<file path="src/rtl/rptr_empty.sv">
// Read-domain half of a dual-clock FIFO: binary/Gray read pointer, write-pointer
// synchroniser, and registered empty / almost-empty / fill-level flags.
module rptr_empty #(
   parameter int ADDR_W        = 4,
   parameter int SYNC_STAGES   = 2,
   parameter int AEMPTY_THRESH = 2
) (
   input  logic              i_clk,
   input  logic              i_rst,
   input  logic              i_inc,
   input  logic [ADDR_W:0]   i_writePtr,
   output logic [ADDR_W:0]   o_readPtr,
   output logic [ADDR_W-1:0] o_readAddr,
   output logic              o_empty,
   output logic              o_almostEmpty,
   output logic [ADDR_W:0]   o_level
);

   localparam int PW = ADDR_W + 1;
   localparam logic [PW-1:0] THRESH = PW'(AEMPTY_THRESH);

   logic [PW-1:0] sync_q [SYNC_STAGES];
   logic [PW-1:0] wq;
   logic [PW-1:0] wbin;
   logic [PW-1:0] cnt_q;
   logic [PW-1:0] cnt_d;
   logic [PW-1:0] gray_d;
   logic [PW-1:0] level_d;
   logic          pop;

   assign wq         = sync_q[SYNC_STAGES-1];
   assign o_readAddr = cnt_q[ADDR_W-1:0];

   // A pop is only honoured while data is visible; requests on empty are dropped.
   assign pop    = i_inc && !o_empty;
   assign cnt_d  = cnt_q + PW'(pop);
   assign gray_d = (cnt_d >> 1) ^ cnt_d;

   // Gray-to-binary: each binary bit is the XOR of all Gray bits at or above it.
   always_comb begin
      wbin = '0;
      for (int i = 0; i < PW; i++) begin
         wbin[i] = ^(wq >> i);
      end
   end

   assign level_d = wbin - cnt_d;

   always_ff @(posedge i_clk or posedge i_rst) begin
      if (i_rst) begin
         for (int i = 0; i < SYNC_STAGES; i++) begin
            sync_q[i] <= '0;
         end
         cnt_q         <= '0;
         o_readPtr     <= '0;
         o_empty       <= 1'b1;
         o_almostEmpty <= 1'b1;
         o_level       <= '0;
      end else begin
         sync_q[0] <= i_writePtr;
         for (int i = 1; i < SYNC_STAGES; i++) begin
            sync_q[i] <= sync_q[i-1];
         end
         cnt_q         <= cnt_d;
         o_readPtr     <= gray_d;
         // Looking at the next pointer lets the last pop raise empty on its own edge.
         o_empty       <= (gray_d == wq);
         o_almostEmpty <= (level_d <= THRESH);
         o_level       <= level_d;
      end
   end

endmodule

</file>
<file path="config.mk">
export PLATFORM = sky130hd
export DESIGN_NAME = rptr_empty
export DESIGN_NICKNAME = d
export VERILOG_FILES = /design/src/rtl/rptr_empty.sv
export SDC_FILE = /design/constraint.sdc
export NUM_CORES = 1
export LEC_CHECK = 0
export CORE_MARGIN = 2
export CORE_UTILIZATION = 43
export DETAILED_ROUTE_END_ITERATION = 7
export GPL_TIMING_DRIVEN = 1
export PLACE_DENSITY_LB_ADDON = 0.05
export SYNTH_ARGS = -nofsm -noshare
export SYNTH_HDL_FRONTEND = slang
export SYNTH_SLANG_ARGS = --single-unit
</file>
<file path="constraint.sdc">
create_clock -name i_clk -period 3.26 [get_ports i_clk]
set_input_delay 0.652 -clock i_clk [delete_from_list [all_inputs] [get_ports i_clk]]
set_output_delay 0.652 -clock i_clk [all_outputs]
set_load 0.02 [all_outputs]
</file>
---- After elaboration in Yosys (flattened, before gate mapping) ----
Cells that the tools add are included.
word-level totals
  register bits after elaboration ......... 27
  output and inout port bits .............. 16
cells by class
  $add $sub $neg .......................... 2
  magnitude comparators ................... 1
  equality and inequality tests ........... 1
  bitwise gates (word level) .............. 1
  reductions and logical operators ........ 7
operator list
  operator                                             number
  XOR reduction 5 bit                                  5
  adder 5 x 1 -> 5 bit                                 1
  == test 5 bit                                        1
  <= comparator 5 x 2 -> 1 bit, second input constant  1
  subtractor 5 bit                                     1
  bitwise XOR 4 x 5 -> 5 bit                           1
  logical AND 1 bit                                    1
  zero test 1 bit                                      1

---- Logic depth before layout (Yosys ltp) ----
  depth in word-level cells ............... 5
  depth in mapped cells ................... 10

---- Worst setup path before layout ----
Ideal clock, no wire load.
  path kind ............................... input -> register
  from .................................... input port i_inc
  to ...................................... register o_almostEmpty
  data arrival time ....................... 2.582 ns
  slack ................................... 0.594 ns
  stages .................................. 10
  buffers on the path ..................... 1
  path through ............................ nor2b_1 ha_1 ha_1 clkbuf_1 xnor2_1 ha_1 a21o_1 a21bo_1 o31ai_2 nor3b_1
on the way
  longest elaborated chain between the ends .. 4
RTL lines
  item                          line  source
  from (decl)                   10    input logic i_inc,
  logical AND 1 bit             35    assign pop = i_inc && !o_empty;
  adder 5 x 1 -> 5 bit          36    assign cnt_d = cnt_q + PW'(pop);
  net cnt_d[1]                  26    logic [PW-1:0] cnt_d;
  subtractor 5 bit              47    assign level_d = wbin - cnt_d;
  <= comparator 5 x 2 -> 1 bit  68    o_almostEmpty <= (level_d <= THRESH);
  to (signal assigned)          68
  to (decl)                     15    output logic o_almostEmpty,
The timed path passes the listed nets, and every way through them passes these cells.

---- Worst setup path after layout ----
Ends and elaborated chain as after synthesis.

==> results.py <==
metrics = {
    "run_status": {
        "outcome": "finished, final reports clean",
    },
    "route": {
        "dr.first_iter.drc_count": 6,
        "maxUsedRoutingLayer": "met4",
        "wl_met3_um": 71,
        "wl_per_cell_um": 11.8,
        "wl_met1_um": 797,
        "dr.pass1.iters": 4,
        "totalWireLength_mm": 1.75,
        "vias": 705,
        "vias_per_cell": 4.76,
        "wl_met2_um": 868,
        "drc": 0,
        "ant_nets": 0,
    },
    "pwr": {
        "power.density_nw_per_um2": 1170,
        "power_switching_uw": 675,
        "sw_frac_of_total_pct": 39.5,
        "leakage_uw": 0.000656,
        "comb_power_share_pct": 58.5,
        "power.share.sequential_pct": 28.8,
        "vdd_drop_max_uv": 656,
        "p_int_uw": 1040,
        "clockPowerShare_pct": 12.7,
    },
    "timing": {
        "setup_violations": 0,
        "slew_headroom_pct": 37.7,
        "final.setup_skew_ns": 0.00350,
        "tightest_slew_ns": 0.934,
        "drv_slew": 0,
        "finalCritPeriodShare_pct": 88.0,
        "timing.final.crit_period_ns": 2.87,
        "setup_tns_ns": 0,
        "finalHoldViolCount": 0,
        "fin_ws_ns": 0.391,
        "max_freq_mhz": 349,
        "rsz0062_at_grt": "no",
    },
    "cells_and_area": {
        "layout_commonest_cell": "dfrtp_1",
        "num_antenna_cells": 0,
        "syn2layout_area_growth_pct": 30.2,
        "nFillCells": 220,
        "stdcell_area_um2": 1460,
        "final_cell_mix": "dfrtp_1, clkdlybuf4s50_1, inv_1, xor2_1, xnor2_1",
        "nets": 132,
        "drive_above_1_share_pct": 11.0,
    },
    "placed_design": {
        "hpwl_mm": 1.27,
        "portBuffers": 23,
        "place.gp.congestion": 0.795,
        "dpl-instance-area_um2": 1410,
        "dp_slack_ns": 0.110,
    },
    "setup_path": {
        "worst_setup_path_start_kind": "input pin",
        "critPathTopFamily": "compound AO/OA/AOI/OAI gates",
        "path_cells": "clkdlybuf4s50_1 > nor2b_1 > ha_1 > ha_1 > xor2_2 > inv_1 > ha_1 > o21ai_0 > a21bo_1 > o31ai_2 > nor3b_1",
        "arrival_ns": 3.11,
        "critPathSlowestCell": "clkdlybuf4s50_1",
        "cp.required_ns": 3.50,
        "crit_type": "in2reg",
        "cp_max_fo": 4,
        "worstSetupEndpointType": "register",
        "cpPeakStageDelay_ns": 0.46,
        "crit_top_cell": "ha_1",
        "crit_buf_inv": 2,
    },
    "floorplan": {
        "initial_core_util_pct": 45.3,
        "ioPinCount": 24,
        "rows": 18,
        "die_area_um2": 3030,
        "chipHeight_um": 55.1,
        "die_x_um": 55.1,
        "coreArea_um2": 2480,
    },
    "logic_synthesis": {
        "synth_xor_area_share_pct": 18.5,
        "synth-adder-area-share_pct": 5.58,
        "ys_ff_latch": 26,
        "ys_types": 26,
        "synthesis.area_um2": 1120,
        "synthSimpleGateAreaFrac_pct": 7.81,
        "yosys_warnings": 0,
        "synth_top_family_by_area": "XOR/XNOR gates",
        "yosysSeqAreaShare_pct": 58.3,
        "syn_avg_cell_area_um2": 12.6,
        "synth_mux_area_share_pct": 0,
        "synth_compound_area_share_pct": 5.80,
        "synthesis.nets": 102,
        "synth_cells": 89,
    },
    "global_routing": {
        "overflow": 0,
        "grt_max_degree": 27,
        "grt_usage_pct": 14.4,
        "grt_first_pass_wirelength_mm": 2.97,
        "grt_pass1_vias": 681,
        "antenna_found_initial": 0,
    },
    "cts": {
        "cts_made_buffers": 3,
        "post_cts_buffers": 0,
        "clk_pin_slew_ns": 0.14,
        "post_cts_resized": 0,
        "clock-sinks": 26,
        "htree_levels": 1,
        "clockRootBuffer": "clkbuf_4",
        "cts_hold_repair.buffers": 0,
        "clk_latency_ns": 0.31,
        "cts_buffer_depth": 2,
        "tritoncts": "built",
    },
    "flow_run": {
        "drv_cap": 0,
    },
    "hold_path": {
        "hold_class": "reg2reg",
    },
}
## Yosys cell counts, drive strengths merged
cell type	number	area [um2]
inv	11	41.3
a2111oi	1	8.76
dfrtp	24	601
nor3b	1	7.51
nand2	2	7.51
xor2	13	129
nand2b	1	6.26
a21oi	1	5.00
nor4	1	6.26
and3	1	7.51
xnor2	9	78.8
nor2	3	11.3
o31ai	1	12.5
clkbuf	1	3.75
a21bo	1	10.0
nand4b	1	8.76
o41ai	1	8.76
nor2b	1	6.26
o21ai	1	5.00
nand3	4	20.0
o211ai	1	7.51
a21o	1	7.51
or3	1	6.26
ha	5	62.6
dfstp	2	52.6
## layout make-up
type                       instances  area (um2)  area share (%)
tap                               30        37.5            2.57
multi-input combinational         51         423            29.0
clock inverter                     1        30.0            2.06
timing repair buffer              26         253            17.3
sequential                        26         653            44.7
clock buffer                       3        22.5            1.54
inverter                          11        41.3            2.83
## worst paths after layout
kind	from	endpoint	slack [ns]	cells past startpoint
hold / removal	sync_q[5]	wq[0]	0.36	0
setup / recovery	i_inc	o_almostEmpty	0.39	11
max in group asynchronous	i_rst	o_level[4]	1.87	2
min in group asynchronous	i_rst	sync_q[9]	0.83	2
hold reg to reg	sync_q[5]	wq[0]	0.36	0
setup reg to reg	wq[3]	o_almostEmpty	0.64	10
## sequential cells by signal (all words and copies together) (netlist names)
signal,cells
o_readPtr,4
sync_q,5
cnt_q,5
wq,5
o_empty,1
o_almostEmpty,1
o_level,5
## metal layers
layer	global-route usage (%)	up-vias
met4	4.88	0
met3	3.23	2
met5	0	-
li1	-	342
met1	17.6	343
met2	25.0	18
## power by group through the flow
stage	Sequential, uW	Combinational, uW	Clock (uW)
after floorplan	621	530	0
after global placement	497	995	0
after detailed placement	501	1000	0
after CTS	494	1010	225
after global routing	506	1120	235
final	492	1000	217
## logic make-up after synthesis
| kind of cell | after synthesis |
|---|---|
| XOR/XNOR | 22 |
| buffers and inverters | 12 |
| AND/OR/NAND/NOR | 16 |
| flip-flops | 26 |
| adder cells (fa/ha/maj) | 5 |
| AO/OA/AOI/OAI | 8 |
## per-stage QoR
| stage | cells | utilization [%] | hold slack, ns | power (uW) |
|---|---|---|---|---|
| 6_report | 148 | 58.9 | 0.363 | 1710 |
| 5_1_grt | 148 | 58.9 | 0.376 | 1860 |
| 3_3_place_gp | 144 | 56.8 | 0.332 | 1490 |
| 3_5_place_dp | 144 | 56.8 | 0.337 | 1500 |
| 4_1_cts | 148 | 58.9 | 0.366 | 1730 |
| 2_1_floorplan | 89 | - | 0.331 | 1150 |
(Power assumes the default switching activity.)
